File: src/rtl/uart_pkg.sv
`timescale 1ns/1ps
`default_nettype none
// ============================================================================
// Module : uart_pkg
// Brief  : Shared UART constants, FSM state encoding and majority-vote helper.
// Rev    : 1.0  initial release
// ============================================================================
package uart_pkg;

    localparam int PARITY_NONE = 0;
    localparam int PARITY_EVEN = 1;
    localparam int PARITY_ODD  = 2;

    typedef enum logic [2:0] {
        ST_IDLE      = 3'd0,
        ST_START     = 3'd1,
        ST_DATA      = 3'd2,
        ST_PARITY    = 3'd3,
        ST_STOP      = 3'd4,
        ST_WAIT_IDLE = 3'd5
    } uart_state_t;

    function automatic logic majority3(input logic a, input logic b, input logic c);
        return (a & b) | (a & c) | (b & c);
    endfunction

endpackage
`default_nettype wire

File: src/rtl/uart_bit_sampler.sv
`timescale 1ns/1ps
`default_nettype none
// ============================================================================
// Module : uart_bit_sampler
// Brief  : RX synchroniser, per-bit counter and 3-sample majority vote.
// Rev    : 1.0  initial release
// ============================================================================
module uart_bit_sampler
    import uart_pkg::*;
#(
    parameter int CLKS_PER_BIT = 20
) (
    input  logic clk,
    input  logic reset,
    input  logic rx_i,
    input  logic restart,
    output logic rx_s,
    output logic sample_valid,
    output logic sample_bit,
    output logic bit_end
);

    localparam int              c_CW     = $clog2(CLKS_PER_BIT);
    localparam int              c_MID    = CLKS_PER_BIT / 2;
    localparam logic [c_CW-1:0] c_LAST   = c_CW'(CLKS_PER_BIT - 1);
    localparam logic [c_CW-1:0] c_MID_LO = c_CW'(c_MID - 1);
    localparam logic [c_CW-1:0] c_MID_C  = c_CW'(c_MID);
    localparam logic [c_CW-1:0] c_MID_HI = c_CW'(c_MID + 1);

    logic [1:0]      r_sync;
    logic [c_CW-1:0] r_cnt;
    logic            r_s_lo;
    logic            r_s_mid;

    // Synchroniser resets to idle-high so no false start edge follows reset
    always_ff @(posedge clk or negedge reset) begin
        if (!reset) begin
            r_sync  <= 2'b11;
            r_cnt   <= '0;
            r_s_lo  <= 1'b1;
            r_s_mid <= 1'b1;
        end else begin
            r_sync <= {r_sync[0], rx_i};
            if (restart || (r_cnt == c_LAST)) begin
                r_cnt <= '0;
            end else begin
                r_cnt <= r_cnt + c_CW'(1);
            end
            if (r_cnt == c_MID_LO) r_s_lo  <= rx_s;
            if (r_cnt == c_MID_C)  r_s_mid <= rx_s;
        end
    end

    assign rx_s         = r_sync[1];
    assign sample_valid = (r_cnt == c_MID_HI);
    assign sample_bit   = majority3(r_s_lo, r_s_mid, rx_s);
    assign bit_end      = (r_cnt == c_LAST);

endmodule
`default_nettype wire

File: src/rtl/uart_receive_param.sv
`timescale 1ns/1ps
`default_nettype none
// ============================================================================
// Module : uart_receive_param
// Brief  : Parametrised UART receiver with parity/framing/overrun reporting.
// Rev    : 1.0  initial release
// ============================================================================
module uart_receive_param
    import uart_pkg::*;
#(
    parameter int CLKS_PER_BIT = 20,
    parameter int DATA_BITS    = 8,
    parameter int PARITY       = 1,
    parameter int STOP_BITS    = 1
) (
    input  logic                 clk,
    input  logic                 reset,
    input  logic                 rx_i,
    output logic [DATA_BITS-1:0] data,
    output logic                 ready,
    input  logic                 reset_ready,
    output logic                 parity_err,
    output logic                 frame_err,
    output logic                 overrun,
    output logic                 busy
);

    localparam int              c_CW        = $clog2(CLKS_PER_BIT);
    localparam logic [c_CW-1:0] c_CNT_LAST  = c_CW'(CLKS_PER_BIT - 1);
    localparam logic [3:0]      c_DATA_CNT  = 4'(DATA_BITS);
    localparam logic [3:0]      c_LAST_STOP = 4'(STOP_BITS - 1);

    uart_state_t          r_state;
    logic                 r_rx_prev;
    logic [DATA_BITS-1:0] r_shift;
    logic [3:0]           r_bit_idx;
    logic                 r_par_bad;
    logic                 r_stop_bad;
    logic [c_CW-1:0]      r_idle_cnt;

    logic w_rx_s;
    logic w_sample_valid;
    logic w_vote;
    logic w_bit_end;
    logic w_restart;
    logic w_commit;
    logic w_stop_fail;
    logic w_par_exp;

    uart_bit_sampler #(
        .CLKS_PER_BIT (CLKS_PER_BIT)
    ) u_sampler (
        .clk          (clk),
        .reset        (reset),
        .rx_i         (rx_i),
        .restart      (w_restart),
        .rx_s         (w_rx_s),
        .sample_valid (w_sample_valid),
        .sample_bit   (w_vote),
        .bit_end      (w_bit_end)
    );

    assign w_restart   = (r_state == ST_IDLE) & r_rx_prev & ~w_rx_s;
    assign w_commit    = (r_state == ST_STOP) & w_sample_valid & (r_bit_idx == c_LAST_STOP);
    assign w_stop_fail = r_stop_bad | ~w_vote;
    assign w_par_exp   = (PARITY == PARITY_ODD) ? ~^r_shift : ^r_shift;
    assign busy        = (r_state != ST_IDLE);

    always_ff @(posedge clk or negedge reset) begin
        if (!reset) begin
            r_state    <= ST_IDLE;
            r_rx_prev  <= 1'b1;
            r_shift    <= '0;
            r_bit_idx  <= '0;
            r_par_bad  <= 1'b0;
            r_stop_bad <= 1'b0;
            r_idle_cnt <= '0;
            data       <= '0;
            ready      <= 1'b0;
            parity_err <= 1'b0;
            frame_err  <= 1'b0;
            overrun    <= 1'b0;
        end else begin
            r_rx_prev <= w_rx_s;

            // A commit coinciding with an ack wins: ready stays set, overrun clears
            if (w_commit) begin
                data       <= r_shift;
                parity_err <= r_par_bad;
                frame_err  <= w_stop_fail;
                ready      <= 1'b1;
                overrun    <= ready & ~reset_ready;
            end else if (reset_ready && ready) begin
                ready   <= 1'b0;
                overrun <= 1'b0;
            end

            case (r_state)
                ST_IDLE: begin
                    if (w_restart) begin
                        r_state    <= ST_START;
                        r_bit_idx  <= '0;
                        r_par_bad  <= 1'b0;
                        r_stop_bad <= 1'b0;
                    end
                end
                ST_START: begin
                    if (w_sample_valid && w_vote) begin
                        r_state <= ST_IDLE;
                    end else if (w_bit_end) begin
                        r_state <= ST_DATA;
                    end
                end
                ST_DATA: begin
                    if (w_sample_valid) begin
                        r_shift   <= {w_vote, r_shift[DATA_BITS-1:1]};
                        r_bit_idx <= r_bit_idx + 4'd1;
                    end else if (w_bit_end && (r_bit_idx == c_DATA_CNT)) begin
                        r_bit_idx <= '0;
                        r_state   <= (PARITY != PARITY_NONE) ? ST_PARITY : ST_STOP;
                    end
                end
                ST_PARITY: begin
                    if (w_sample_valid) begin
                        r_par_bad <= w_vote ^ w_par_exp;
                    end else if (w_bit_end) begin
                        r_state <= ST_STOP;
                    end
                end
                ST_STOP: begin
                    // Committing mid-stop-bit leaves room for a back-to-back start edge
                    if (w_commit) begin
                        r_state    <= w_stop_fail ? ST_WAIT_IDLE : ST_IDLE;
                        r_idle_cnt <= '0;
                    end else if (w_sample_valid && !w_vote) begin
                        r_stop_bad <= 1'b1;
                    end else if (w_bit_end) begin
                        r_bit_idx <= r_bit_idx + 4'd1;
                    end
                end
                ST_WAIT_IDLE: begin
                    if (!w_rx_s) begin
                        r_idle_cnt <= '0;
                    end else if (r_idle_cnt == c_CNT_LAST) begin
                        r_state <= ST_IDLE;
                    end else begin
                        r_idle_cnt <= r_idle_cnt + c_CW'(1);
                    end
                end
                default: r_state <= ST_IDLE;
            endcase
        end
    end

endmodule
`default_nettype wire

File: config.mk
export PLATFORM = sky130hd
export DESIGN_NAME = uart_receive_param
export DESIGN_NICKNAME = d
export VERILOG_FILES = /design/src/rtl/uart_pkg.sv /design/src/rtl/uart_bit_sampler.sv /design/src/rtl/uart_receive_param.sv
export SDC_FILE = /design/constraint.sdc
export NUM_CORES = 1
export LEC_CHECK = 0
export ABC_AREA = 1
export CAP_MARGIN = 20
export CORE_MARGIN = 4
export CORE_UTILIZATION = 65
export CTS_BUF_LIST = sky130_fd_sc_hd__clkbuf_8
export DETAILED_ROUTE_END_ITERATION = 10
export GPL_TIMING_DRIVEN = 1
export PLACE_DENSITY = 0.87
export SYNTH_ARGS = -nofsm -noshare
export SYNTH_HDL_FRONTEND = slang
export SYNTH_SLANG_ARGS = --single-unit
File: constraint.sdc
create_clock -name clk -period 3.4 [get_ports clk]
set_clock_uncertainty 0.2 [all_clocks]
set_input_delay 0.68 -clock clk [delete_from_list [all_inputs] [get_ports clk]]
set_output_delay 0.68 -clock clk [all_outputs]
set_load 0.005 [all_outputs]
* Yosys cells after proc, flatten, opt, wreduce, memory -nomap -nowiden
Cells that the tools add are included.
Storage, ports and cells: flip-flop bits (word level) 44, latch bits 0, RAM bits 0, ROM bits 0, input port bits 4, output and inout bits 13, word-level logic and storage cells 115, memories kept 0
Cells by class: add/subtract/negate cells 3, $mul 0, divide/modulo/power cells 0, $lt $le $gt $ge 0, equality and inequality tests 27, shifts and indexed selects 0, multiplexer cells 33, bitwise gates (word level) 15, reduce and logical (&&, ||, !) cells 21
Operators by type and width (number):
- $mux W3 | 11
- $mux W4 | 6
- $mux W5 | 4
- $ne A2 B2 Y1 const B | 10
- $pmux W3 S6 | 1
- $eq A5 B4 Y1 const B | 3
- $pmux W4 S3 | 1
- $add A5 B1 Y5 const B | 2
- $eq A5 B5 Y1 const B | 2
- $pmux W5 S2 | 1
- $ne A3 B3 Y1 const B | 3
- $reduce_and A9 Y1 | 1
- $and A1 B1 Y1 | 8
- $reduce_bool A2 Y1 | 4
- $reduce_xor A8 Y1 | 1
- $mux W1 | 7
- $eq A3 B2 Y1 const B | 2
- $eq A3 B3 Y1 const B | 2
- $ne A2 B1 Y1 const B | 3
- $reduce_and A3 Y1 | 2
- $reduce_and A6 Y1 | 1
- $reduce_bool A3 Y1 | 2
- $add A4 B1 Y4 const B | 1
- $eq A4 B4 Y1 const B | 1
- 12 further kinds | 20

* Logic depth before layout (Yosys ltp)
Gate-level depths: netlist of run 1.
word-level depth 8, gate-level depth with buffers 10

* Hierarchy
A second synthesis of run 1 with hierarchy kept.
Second synthesis, totals: cell total of the unflattened synthesis 286, area, all modules 2351.0 um^2
By module, submodules not included:
- uart_receive_param | times used 1, cells each 236, area an instance 1885.6 um^2
- uart_bit_sampler | times used 1, cells each 50, area an instance 465.4 um^2

* Worst setup path before layout of run 1
Ideal clock, no wire load.
path kind reg-to-reg, start point register u_sampler.r_cnt[0], end point register r_state[0], library setup time 0.117 ns, arrival 1.384 ns, setup slack 1.699 ns, stages on the path, launching flop included 11, path buffers 0, cell sequence dfrtp_1 -> ha_1 -> nand2_2 -> nor2_4 -> nand2_1 -> nand2_1 -> nand2_1 -> nand2_1 -> nand3_4 -> nand2_1 -> nand2_1
Between the ends: cells in the longest elaborated chain, start to end 5, elaborated cells between the ends (all ways) 15
RTL lines:
- from (decl) | line uart_bit_sampler.sv:31 | logic [c_CW-1:0] r_cnt;
- from (signal assigned) | line uart_bit_sampler.sv:47 | r_cnt <= r_cnt + c_CW'(1);
- $eq A5 B4 Y1 | line uart_bit_sampler.sv:55 | assign sample_valid = (r_cnt == c_MID_HI);
- $and A1 B1 Y1 (2 in series) | line uart_receive_param.sv:64 | assign w_commit = (r_state == ST_STOP) & w_sample_valid & (r_bit_idx == c_LAST_STOP);
- $ne A2 B2 Y1 (no line)
- $reduce_and A9 Y1 (no line)
- to (signal assigned) | line uart_receive_param.sv:120 | r_state <= (PARITY != PARITY_NONE) ? ST_PARITY : ST_STOP;
- to (signal assigned) | line uart_receive_param.sv:133 | r_state <= w_stop_fail ? ST_WAIT_IDLE : ST_IDLE;
- to (decl) | line uart_receive_param.sv:33 | uart_state_t r_state;
Several ways; a longest one is shown, not always the timed one. A chain may end at the register's enable or synchronous reset.

* Final worst setup path of run 1
start point register r_state[2], end point output port busy
Between the ends: cells in the longest elaborated chain, start to end 1
RTL lines:
- $reduce_bool A3 Y1 | line uart_receive_param.sv:67 | assign busy = (r_state != ST_IDLE);
- to (decl) | line uart_receive_param.sv:25 | output logic busy
Every way passes these cells.

==> summary.md, run 1 <==
| Metric | Value |
|---|---|
| Status | `finished, final reports clean` |
| Pwr/cell area | `610 mW/mm^2` |
| Max Buffers Root-to-Sink | `2` |
| Initial DRC Count | `159` |
| Num ports | `17` |
| Placer's final routability congestion estimate | `0.911` |
| Multiplexer share of the synthesized area | `0.931%` |
| Post-Synth XOR/XNOR Area | `1.45%` |
| Die Y | `69.0 microns` |
| Sw frac | `40.0%` |
| WL per Instance | `around 12 microns` |
| DR top layer | `met4` |
| Metal-1 WL | `about 2000 microns` |
| Total negative setup slack | `0 ns` |
| Overflow after GRT | `0` |
| Synth Net Count | `311` |
| Number of global-route vias before repair | `1,950` |
| Number of synthesized flops with an enable pin | `0` |
| Die Span X | `slightly below 70 microns` |
| Synth cell types | `29` |
| Nets@finish | `331` |
| Commonest non-fill, non-tap cell in the layout | `nand2_1` |
| Maximum clock rate | `~410 MHz` |
| WL met3 | `226 microns` |
| Gr usage total | `21.7%` |
| Crit path DAT | `1.59 ns` |
| Hold Vio Cnt, Final | `0` |
| Post-synthesis register bit count | `44` |
| Synth Warn # | `0` |
| Slew @ Worst Pin | `0.930 ns` |
| Die area | `0.00476 sq mm` |
| Fin crit share | `72.6%` |
| Psw | `658 uW` |
| Pin count of the biggest net entering global routing | `45` |
| Buffer and inverter count on the worst path | `2` |
| CP max FO | `5` |
| Wire length after detailed routing | `4570 microns` |
| Placeable Area | `roughly 0.0035 sq mm` |
| Static leakage | `1.36 nW` |
| Ratio of cells with drive above 1 in the final layout | `about an eighth` |
| FF/Latch Area | `0.00111 sq mm` |
| Mean Syn Cell Area | `approximately 8 sq um` |
| Compound-Gate Fraction of Synth Area | `8.27%` |
| Peak supply drop | `between 300 and 400 uV` |
| Worst Hold Class | `reg -> reg` |
| Layout Utilization | `between 70% and 80%` |
| Largest family of logic cells by synthesized area | `simple AND/OR/NAND/NOR gates` |
| Detail Route Antenna Nets | `0` |
| Area of the mapped netlist | `0.00242 sq mm` |
| Area grow syn2layout | `11.3%` |
| Primary FF master, synth | `dfrtp_1` |
| Worst Setup End Kind | `output pin` |
| Met2 wire length | `about 2200 microns` |
| Total clock buffers created by CTS | `5` |
| Pins Over Slew Limit | `0` |
| H-tree Lvls | `2` |
| Post-CTS sizing | `0` |
| Design Area, Final | `0.00269 sq mm` |
| Number of setup buffers added after CTS | `0` |
| Fillers | `243` |
| Asr flop ratio synth | `100%` |
| Max-cap violations | `0` |
| Routed vias/inst | `around 5.3` |
| Commonest cells after routing, fill and taps aside | `nand2_1, dfrtp_1, inv_1` |
| Fin crit period | `2.47 ns` |
| Wire length of the first global-routing pass | `8580 microns` |
| Seq/Total Area, Yosys | `a little under half` |
| Simple-Gate Fraction of Synth Area | `around 34%` |
| DRC viols | `0` |
| Via count | `1,947` |
| Slew headroom | `38.0%` |
| Post-Synth Adder-Cell Area | `3.10%` |
| Crit-path leading delay family | `buffers and inverters` |
| Cell Chain, Critical Path | `inv_1 > nand2_1 > clkdlybuf4s50_1` |
| Clock share of power | `between 10% and 20%` |
| Max incr delay on CP | `~0.46 ns` |
| # diodes | `0` |
| CP Class | `reg -> out` |
| RSZ-0062 raised after global routing | `false` |
| Clock Sinks | `44` |
| Iteration count of the initial detailed-routing pass | `5` |
| CTS tree | `built` |
| CP Launch Type | `flip-flop` |
| Port bufs | `16` |
| Final setup violation count | `0` |
| Clk Latency, worst-skew pair | `0.31 ns` |
| Post-Place Cell Area | `0.00261 sq mm` |
| Reg clk slew, reported paths | `0.08 ns` |
| Num rows | `21` |
| CP required | `2.52 ns` |
| Cells after Synth | `301` |
| DP HPWL | `about 3400 microns` |
| Initial antenna violation count | `0` |
| Combinational Power Share | `37.2%` |
| Post-CTS Hold Buffers | `0` |
| Reg power frac | `43.0%` |
| Initial Utilization | `69.8%` |
| Multi-input gate area | `0.00114 sq mm` |
| CTS Root Cell | `clkbuf_8` |
| CP max stage cell | `clkdlybuf4s50_1` |
| Internal | `985 uW` |
-- synth_stat cells, types with 2 or more instances --
library cell  instances  share of area [%]
inv_1                36                5.6
a21oi_1               2               0.41
ha_1                  6                3.1
o21ai_0              15                3.1
nand3_1              22                4.6
nand2_1             108                 17
o21ai_1               4               0.83
nor2_1               19                2.9
nor2_2                2               0.52
nand3_4               3                2.2
dfstp_2               5                5.4
mux2_2                2               0.93
dfrtp_1              39                 40
nand4_1               7                1.8
buf_6                 2               0.93
nand2_2               3               0.78
nand2_4               2               0.93
nor2_4                2               0.93
xor2_1                4                1.4
inv_2                 2               0.31
o21ai_2               8                2.9
-- worst register-to-register path: cells and delay by family (launching register included) --
family	cells	cell delay, ns
adder cells (fa/ha/maj)	1	0.26
flip-flops	1	0.43
AND/OR/NAND/NOR	8	1.06
-- metal layers --
layer / track usage (%) / up-vias
li1: - / 992
met1: 27.8 / 909
met2: 36.2 / 38
met3: 4.51 / 8
met4: 7.81 / 0
met5: 0 / -
-- power groups by stage --
stage / clock, mW / sequential, mW / combinational, mW
after global placement: 0 / 0.709 / 0.592
after floorplan: 0 / 0.696 / 0.479
final: 0.326 / 0.707 / 0.610
after global routing: 0.358 / 0.721 / 0.697
after detailed placement: 0 / 0.714 / 0.610
after CTS: 0.333 / 0.705 / 0.612
-- path summary, 6_finish.rpt --
path / start / to / slack [ns] / cells past startpoint
setup / recovery: r_state[2]$_DFFE_PN0P_ / busy / 0.93 / 3
hold / removal: u_sampler.r_sync[0]$_DFF_PN1_ / u_sampler.r_sync[1]$_DFF_PN1_ / 0.17 / 0
setup reg to reg: u_sampler.r_cnt[0]$_DFF_PN0_ / r_bit_idx[2]$_DFFE_PN0P_ / 1.36 / 9
hold reg to reg: u_sampler.r_sync[0]$_DFF_PN1_ / u_sampler.r_sync[1]$_DFF_PN1_ / 0.17 / 0
max in group asynchronous: reset / data[1]$_DFFE_PN0P_ / 2.12 / 1
min in group asynchronous: reset / ready$_DFFE_PN0P_ / 0.31 / 1
-- through the flow --
| step | power [mW] | std cells | setup slack (ns) | hold slack (ns) |
|---|---|---|---|---|
| global route | 1.78 | 368 | 0.883 | 0.172 |
| global placement | 1.30 | 360 | 1.31 | 0.152 |
| CTS | 1.65 | 368 | 0.936 | 0.168 |
| floorplan | 1.18 | 301 | 1.70 | 0.145 |
| finish | 1.64 | 368 | 0.932 | 0.166 |
| detailed placement | 1.32 | 360 | 1.27 | 0.153 |
-- sequential cells by signal, summed over array words and instances, names as in the netlist --
register and cells:
frame_err 1, r_stop_bad 1, r_state 3, r_bit_idx 4, parity_err 1, r_idle_cnt 5
u_sampler.r_s_lo 1, ready 1, r_par_bad 1, u_sampler.r_cnt 5, r_rx_prev 1, r_shift 8
data 8, u_sampler.r_sync 2, u_sampler.r_s_mid 1, overrun 1
-- layout make-up --
cell class | count | share of cell area, %
clock inverters | 3 | 0.697
clock buffers | 5 | 2.55
flip-flops and latches | 44 | 41.1
well taps | 46 | 2.14
multi-input cells | 216 | 42.5
inverters | 38 | 5.29
repair buffers | 16 | 5.76
-- cell families (layout without fill, tap and decap cells) --
logic type	Yosys count	count (layout)
and+or+nand+nor	172	172
DFF	44	44
buffers and inverters	41	62
AOI/OAI and AO/OA	32	32
adders and majority gates	6	6
xor gates and xnor gates	4	4
muxes	2	2
Power figures use the tool's default switching activity.
==> run 2: changes to the inputs <==
- CORE_UTILIZATION: 65 -> 61
- PLACE_DENSITY: 0.87 -> 0.82
- clock period: 3.4 -> 2.56 ns (I/O delays scaled with it)
==> run 2 against run 1 <==
Net effect:
- critical endpoint unchanged
- largest power group unchanged
- critical path type unchanged
- critical path depth unchanged
- non-clock buffer count increased by 2
- register-to-register slack lost 0.84 ns
==> summary.md, run 2 (synthesized netlist as in run 1, its figures left out) <==
| Metric | Value |
|---|---|
| Status | `finished, final reports clean (unchanged)` |
| Fin crit period | `2.30 ns` |
| Fin worst setup slack | `0.264 ns (was 0.932 ns)` |
| Post-CTS Hold Buffers | `1 (was 0)` |
| Nets@finish | `333 (was 331)` |
| Internal | `1.31 mW (was 985 uW)` |
| Commonest non-fill, non-tap cell in the layout | `nand2_1 (unchanged)` |
| Die Y | `71.0 microns (was 69.0 microns)` |
| CTS tree | `built (unchanged)` |
| Slew @ Worst Pin | `0.650 ns (was 0.930 ns)` |
| Area grow syn2layout | `12.4% (was 11.3%)` |
| Routed vias/inst | `5.23 (was 5.29)` |
| Iteration count of the initial detailed-routing pass | `4 (was 5)` |
| Number of global-route vias before repair | `1,880 (was 1,950)` |
| Fillers | `305 (was 243)` |
| Peak supply drop | `478 uV (was 380 uV)` |
| Pins Over Slew Limit | `0 (unchanged)` |
| Initial antenna violation count | `0 (unchanged)` |
| Max-cap violations | `0 (unchanged)` |
| Port bufs | `16 (unchanged)` |
| Hold Vio Cnt, Final | `0 (unchanged)` |
| CP required | `1.85 ns (was 2.52 ns)` |
| Via count | `1,946 (was 1,947)` |
| Total negative setup slack | `0 ns (unchanged)` |
| Die area | `0.00504 sq mm (was 0.00476 sq mm)` |
| Total clock buffers created by CTS | `5 (unchanged)` |
| Clk Latency, worst-skew pair | `0.28 ns (was 0.31 ns)` |
| Wire length after detailed routing | `4470 microns (was 4570 microns)` |
| Design Area, Final | `0.00272 sq mm (was 0.00269 sq mm)` |
| Slew headroom | `56.2% (was 38.0%)` |
| Commonest cells after routing, fill and taps aside | `nand2_1, dfrtp_1, inv_1 (unchanged)` |
| Gr usage total | `19.5% (was 21.7%)` |
| Num ports | `17 (unchanged)` |
| Combinational Power Share | `38.1% (was 37.2%)` |
| Top Registers | `data x8, r_shift x8 (unchanged)` |
| Clock share of power | `18.4% (was 19.8%)` |
| Pre-CTS setup slack | `0.515 ns (was 1.27 ns)` |
| Sw frac | `39.5% (was 40.0%)` |
| RSZ-0062 raised after global routing | `false (unchanged)` |
| Placer's final routability congestion estimate | `0.847 (was 0.911)` |
| Fin crit share | `roughly 90%` |
| Post-Place Cell Area | `0.00263 sq mm (was 0.00261 sq mm)` |
| Max incr delay on CP | `0.47 ns (was 0.46 ns)` |
| Die Span X | `71.0 microns (was 69.0 microns)` |
| Wire length of the first global-routing pass | `8080 microns (was 8580 microns)` |
| CP Class | `reg -> out (unchanged)` |
| Num rows | `22 (was 21)` |
| Number of setup buffers added after CTS | `0 (unchanged)` |
| Maximum clock rate | `between 400 and 500 MHz` |
| Hold_ws | `0.166 ns (about the same)` |
| Initial Utilization | `64.6% (was 69.8%)` |
| FF-to-FF setup slack | `0.52 ns (was 1.36 ns)` |
| Post-CTS sizing | `0 (unchanged)` |
| Reg clk slew, reported paths | `0.08 ns (about the same)` |
| Critical R2R Capture | `r_bit_idx[3]$_DFFE_PN0P_ (was r_bit_idx[2]$_DFFE_PN0P_)` |
| CP max FO | `5 (unchanged)` |
| Placeable Area | `0.00374 sq mm (was 0.00347 sq mm)` |
| CTS Root Cell | `clkbuf_8 (unchanged)` |
| Pin count of the biggest net entering global routing | `45 (unchanged)` |
| Worst Min Path Start | `u_sampler.r_sync[0]$_DFF_PN1_ (unchanged)` |
| DP HPWL | `3360 microns (was 3410 microns)` |
| Overflow after GRT | `0 (unchanged)` |
| Ratio of cells with drive above 1 in the final layout | `12.3% (was 12.7%)` |
| Reg2reg path depth | `9 (unchanged)` |
| CP max stage cell | `clkdlybuf4s50_1 (unchanged)` |
| Static leakage | `1.37 nW (was 1.36 nW)` |
| Pwr/cell area | `794 mW/mm^2 (was 610 mW/mm^2)` |
| Worst Hold Class | `reg -> reg (unchanged)` |
| CP Launch Type | `flip-flop (unchanged)` |
| Final setup violation count | `0 (unchanged)` |
| Initial DRC Count | `148 (was 159)` |
| Cell Chain, Critical Path | `nor2_2 > nand2_1 > clkdlybuf4s50_1 (was inv_1 > nand2_1 > clkdlybuf4s50_1)` |
| Layout Utilization | `72.7% (was 77.7%)` |
| Clock Sinks | `44 (unchanged)` |
| H-tree Lvls | `2 (unchanged)` |
| WHS Endpoint | `u_sampler.r_sync[1]$_DFF_PN1_ (unchanged)` |
| WL per Instance | `12.0 microns (was 12.4 microns)` |
| DRC viols | `0 (unchanged)` |
| Psw | `852 uW (was 658 uW)` |
| Max Buffers Root-to-Sink | `2 (unchanged)` |
| Worst Hold Depth | `0 (unchanged)` |
| Worst Setup End Kind | `output pin (unchanged)` |
| Origin of the critical flop-to-flop path | `r_bit_idx[0]$_DFFE_PN0P_ (was u_sampler.r_cnt[0]$_DFF_PN0_)` |
| Detail Route Antenna Nets | `0 (unchanged)` |
| Reg power frac | `43.5% (was 43.0%)` |
| # diodes | `0 (unchanged)` |
| Crit path DAT | `1.58 ns (was 1.59 ns)` |
==> run 2: metal layers <==
| layer | track usage [%] | share of wire (%) |
|---|---|---|
| met1 | 26.0 | 47 |
| met2 | 32.3 | 48 |
| met3 | 3.98 | 3.9 |
| met4 | 5.22 | 0.60 |
| met5 | 0 | 0 |
==> run 2: worst max-delay path: cells and delay by family, from the launching register on <==
kind	cells	cell delay [ns]
buffers and inverters	1	0.47
DFF	1	0.44
and+or+nand+nor	2	0.39
==> run 2: metrics by stage <==
step	total power, mW	std cells
final	2.16	372
after global routing	2.34	372
after CTS	2.18	372
after detailed placement	1.77	363
after global placement	1.74	363
after floorplan	1.56	301
==> run 2: power by group through the flow <==
stage	Combinational (mW)	Clock (mW)	Sequential (mW)
4_1_cts	0.826	0.415	0.939
6_report	0.823	0.398	0.939
5_1_grt	0.935	0.445	0.957
3_5_place_dp	0.824	0	0.950
2_1_floorplan	0.637	0	0.924
3_3_place_gp	0.795	0	0.945
==> run 2: how the worst max path moves through the flow <==
stage | from | to | slack (ns) | cells after the start
3_3_place_gp | r_state[2]$_DFFE_PN0P_ | busy | 0.58 | 3
5_1_grt | r_state[1]$_DFFE_PN0P_ | busy | 0.22 | 3
3_5_place_dp | u_sampler.r_cnt[0]$_DFF_PN0_ | r_bit_idx[3]$_DFFE_PN0P_ | 0.52 | 9
2_1_floorplan | u_sampler.r_cnt[0]$_DFF_PN0_ | r_state[0]$_DFFE_PN0P_ | 0.86 | 10
4_1_cts | r_state[1]$_DFFE_PN0P_ | busy | 0.27 | 3
6_report | r_state[1]$_DFFE_PN0P_ | busy | 0.26 | 3
==> run 2: final cells by class <==
class | count | area, sq um | area share (%)
sequential | 44 | 1110 | 40.7
clock inverter | 3 | 12.5 | 0.460
timing repair buffer | 18 | 185 | 6.81
tap | 48 | 60.1 | 2.21
inverter | 38 | 143 | 5.24
multi-input combinational | 216 | 1140 | 42.0
clock buffer | 5 | 68.8 | 2.53
==> variant 1 (settings of run 2) <==
Register the output `frame_err` once more, cleared by the reset; this adds one clock of latency there. The other outputs are not delayed to match.
--- a/src/rtl/uart_receive_param.sv
+++ b/src/rtl/uart_receive_param.sv
@@ -29,6 +29,8 @@
     localparam logic [c_CW-1:0] c_CNT_LAST  = c_CW'(CLKS_PER_BIT - 1);
     localparam logic [3:0]      c_DATA_CNT  = 4'(DATA_BITS);
     localparam logic [3:0]      c_LAST_STOP = 4'(STOP_BITS - 1);
+
+    logic frame_err_s0;
 
     uart_state_t          r_state;
     logic                 r_rx_prev;
@@ -78,7 +80,7 @@
             data       <= '0;
             ready      <= 1'b0;
             parity_err <= 1'b0;
-            frame_err  <= 1'b0;
+            frame_err_s0 <= 1'b0;
             overrun    <= 1'b0;
         end else begin
             r_rx_prev <= w_rx_s;
@@ -87,7 +89,7 @@
             if (w_commit) begin
                 data       <= r_shift;
                 parity_err <= r_par_bad;
-                frame_err  <= w_stop_fail;
+                frame_err_s0 <= w_stop_fail;
                 ready      <= 1'b1;
                 overrun    <= ready & ~reset_ready;
             end else if (reset_ready && ready) begin
@@ -152,6 +154,14 @@
         end
     end
 
+    always_ff @(posedge clk or negedge reset) begin
+        if (!reset) begin
+            frame_err <= '0;
+        end else begin
+            frame_err <= frame_err_s0;
+        end
+    end
+
 endmodule
 `default_nettype wire
 
Formal check against the unedited RTL: no difference found for any inputs over 10 cycles, from zero or initial values and one cycle with reset low; that may be too few to reach the edited logic, so the function may still have changed.
==> variant 1 against run 2 <==
Final area increased by 0.83%. Sequential share of layout area increased by 0.58 points. Setup slack improved by 0.11 ns. Total power increased by 0.99%. Critical path type unchanged. Synthesized area increased by 0.47%. Sequential cell count increased by 1. Wire length decreased by 2.8%. Die area increased by 0.41%.
==> variant 1: results <==
INSERT INTO impl_metrics (metric_group, metric, value, unit) VALUES
('placement', 'gp_congestion', '0.911', ''),
('finish', 'final.fill_count', '297', ''),
('synthesis', 'synth.top_cells.by_count', 'sky130_fd_sc_hd__nand2_1 (90), sky130_fd_sc_hd__dfrtp_1 (40), sky130_fd_sc_hd__inv_1 (32), sky130_fd_sc_hd__nand3_1 (24), sky130_fd_sc_hd__nor2_1 (17)', ''),
('pwr', 'sequentialPowerShare', '42.9', '%'),
('finish', 'n_sequential_cell', '45', ''),
('critical_path', 'worst_ep_arrival_time', '1.48', 'ns'),
('route', 'route.met2.wl', '2.08', 'mm'),
('die', 'die_w', '71.1', 'um'),
('pwr', 'power.leakage', '1.35', 'nW'),
('finish', 'finish.instance_area', '2740', 'um2'),
('route', 'detailed_route_vias_per_instance', '5.11', ''),
('run_status', 'run_status', 'completed', ''),
('placement', 'place_hpwl', '3.30', 'mm'),
('synthesis', 'synth.area.mux_share', '0.926', '%'),
('synthesis', 'synth_fa_ha_area_share', '3.09', '%'),
('grt', 'grt_pass1_vias', '1775', ''),
('placement', 'post_place_cells', '351', ''),
('placement', 'placement.setup.worst_slack', '0.651', 'ns'),
('critical_path', 'critical-path-max-stage-delay', '0.45', 'ns'),
('finish', 'seqCellArea', '1130', 'um2'),
('finish', 'buf_share', '6.75', '%'),
('synthesis', 'synth.distinct_cells', '28', ''),
('grt', 'total_routing_usage_gr', '19.3', '%'),
('grt', 'grt_max_degree', '25', ''),
('pwr', 'net-switching-power', '0.868', 'mW');
-- variant 1: changes by cell type in the layout (fill, tap and decap cells not counted), moves of 3 or more --
cell / before / now
sky130_fd_sc_hd__inv_2: 2 / 5
sky130_fd_sc_hd__nand2_1: 108 / 90
sky130_fd_sc_hd__o21ai_0: 15 / 7
sky130_fd_sc_hd__o21ai_1: 4 / 11
sky130_fd_sc_hd__inv_1: 38 / 33
sky130_fd_sc_hd__nand4_1: 7 / 0
sky130_fd_sc_hd__a21oi_1: 2 / 5
-- variant 1: worst paths after layout --
path | start | endpoint | slack, ns | depth (start not counted)
hold reg to reg | u_sampler.r_sync[0] | u_sampler.r_sync[1] | 0.16 | 0
setup reg to reg | r_bit_idx[0] | r_bit_idx[2] | 0.63 | 9
max in group asynchronous | reset | u_sampler.r_s_mid | 1.08 | 3
setup / recovery | r_state[2] | busy | 0.37 | 3
min in group asynchronous | reset | r_shift[2] | 0.51 | 2
hold / removal | u_sampler.r_sync[0] | u_sampler.r_sync[1] | 0.16 | 0
==> variant 2 (config.mk and constraints of run 2) <==
Without the edit above. The parameter `PARITY` goes from 1 to 0.
--- a/src/rtl/uart_receive_param.sv
+++ b/src/rtl/uart_receive_param.sv
@@ -10,7 +10,7 @@
 #(
     parameter int CLKS_PER_BIT = 20,
     parameter int DATA_BITS    = 8,
-    parameter int PARITY       = 1,
+    parameter int PARITY       = 0,
     parameter int STOP_BITS    = 1
 ) (
     input  logic                 clk,
Behaviour: same outputs for any inputs over 10 cycles, from zero or initial values and one cycle with reset low; that may be too few to reach the edited logic, so the function may still have changed.
==> variant 2 against run 2 <==
Critical path depth stayed put. Setup slack better by 0.064 ns. Total power is 2.3% higher. Cell count is 3.5% lower. Final area is 3.1% lower. Register-to-register slack better by 0.06 ns. Sequential cell count stayed put. Sequential share of layout area is 1.3 points higher. Non-clock buffer count is 1 higher. Wire length is 6.1% lower. Synthesized area is 3.6% lower.
==> variant 2: results <==
INSERT INTO impl_metrics (metric_group, metric, value, unit) VALUES
('timing', 'max_slew_margin', '68.1', '%'),
('critical_path', 'critical-path-top-delay-family', 'flip-flops', ''),
('synthesis', 'syn_nets', '298', ''),
('placement', 'post_place_cells', '350', ''),
('critical_path', 'worst_reg2reg_endpoint', 'r_idle_cnt[0]', ''),
('route', 'route.vias.total', '1821', ''),
('run_status', 'run_status', 'completed', ''),
('route', 'detailed_route_wirelength_on_metal3', '166', 'um'),
('route', 'met1Wirelength', '1.92', 'mm'),
('finish', 'drive_above_1_share', '13.8', '%'),
('synthesis', 'synth_fa_ha_area_share', '3.22', '%'),
('route', 'route.met2.wl', '2.00', 'mm'),
('finish', 'final_cell_count_no_fill', '359', ''),
('placement', 'gp_congestion', '0.854', ''),
('synthesis', 'synth.distinct_cells', '31', ''),
('placement', 'placement.setup.worst_slack', '0.598', 'ns'),
('synthesis', 'synth.top_cells.by_count', 'sky130_fd_sc_hd__nand2_1 (93), sky130_fd_sc_hd__dfrtp_1 (39), sky130_fd_sc_hd__inv_1 (31), sky130_fd_sc_hd__nand3_1 (17)', ''),
('finish', 'post_layout_net_count', '320', ''),
('synthesis', 'yosys.area_share.xor_xnor', '1.88', '%'),
('synthesis', 'avgSynthCellArea', '8.10', 'um2');
==> variant 2: cell types whose count changed in the layout (fill, tap and decap cells not counted), sizes merged, moves of 2 or more <==
cell,run 2,this run
nand3,25,18
nand2,113,102
nor3,1,4
nor3b,2,0
nor2,24,26
inv,40,38
a21oi,3,6
nand4,7,5
==> variant 2: cell type report <==
| class | count | share of cell area (%) |
|---|---|---|
| Clock buffer | 6 | 3.13 |
| Tap cell | 48 | 2.28 |
| Sequential cell | 44 | 42.0 |
| Inverter | 37 | 5.27 |
| Multi-Input combinational cell | 203 | 40.2 |
| Timing Repair Buffer | 19 | 6.84 |
| Clock inverter | 2 | 0.285 |
==> variant 2: repair_timing <==
action | 4_1_cts | 5_1_grt
endpoints found under the hold margin | 20 | 0
hold buffers | 1 | 0
resized for setup | 0 | 0
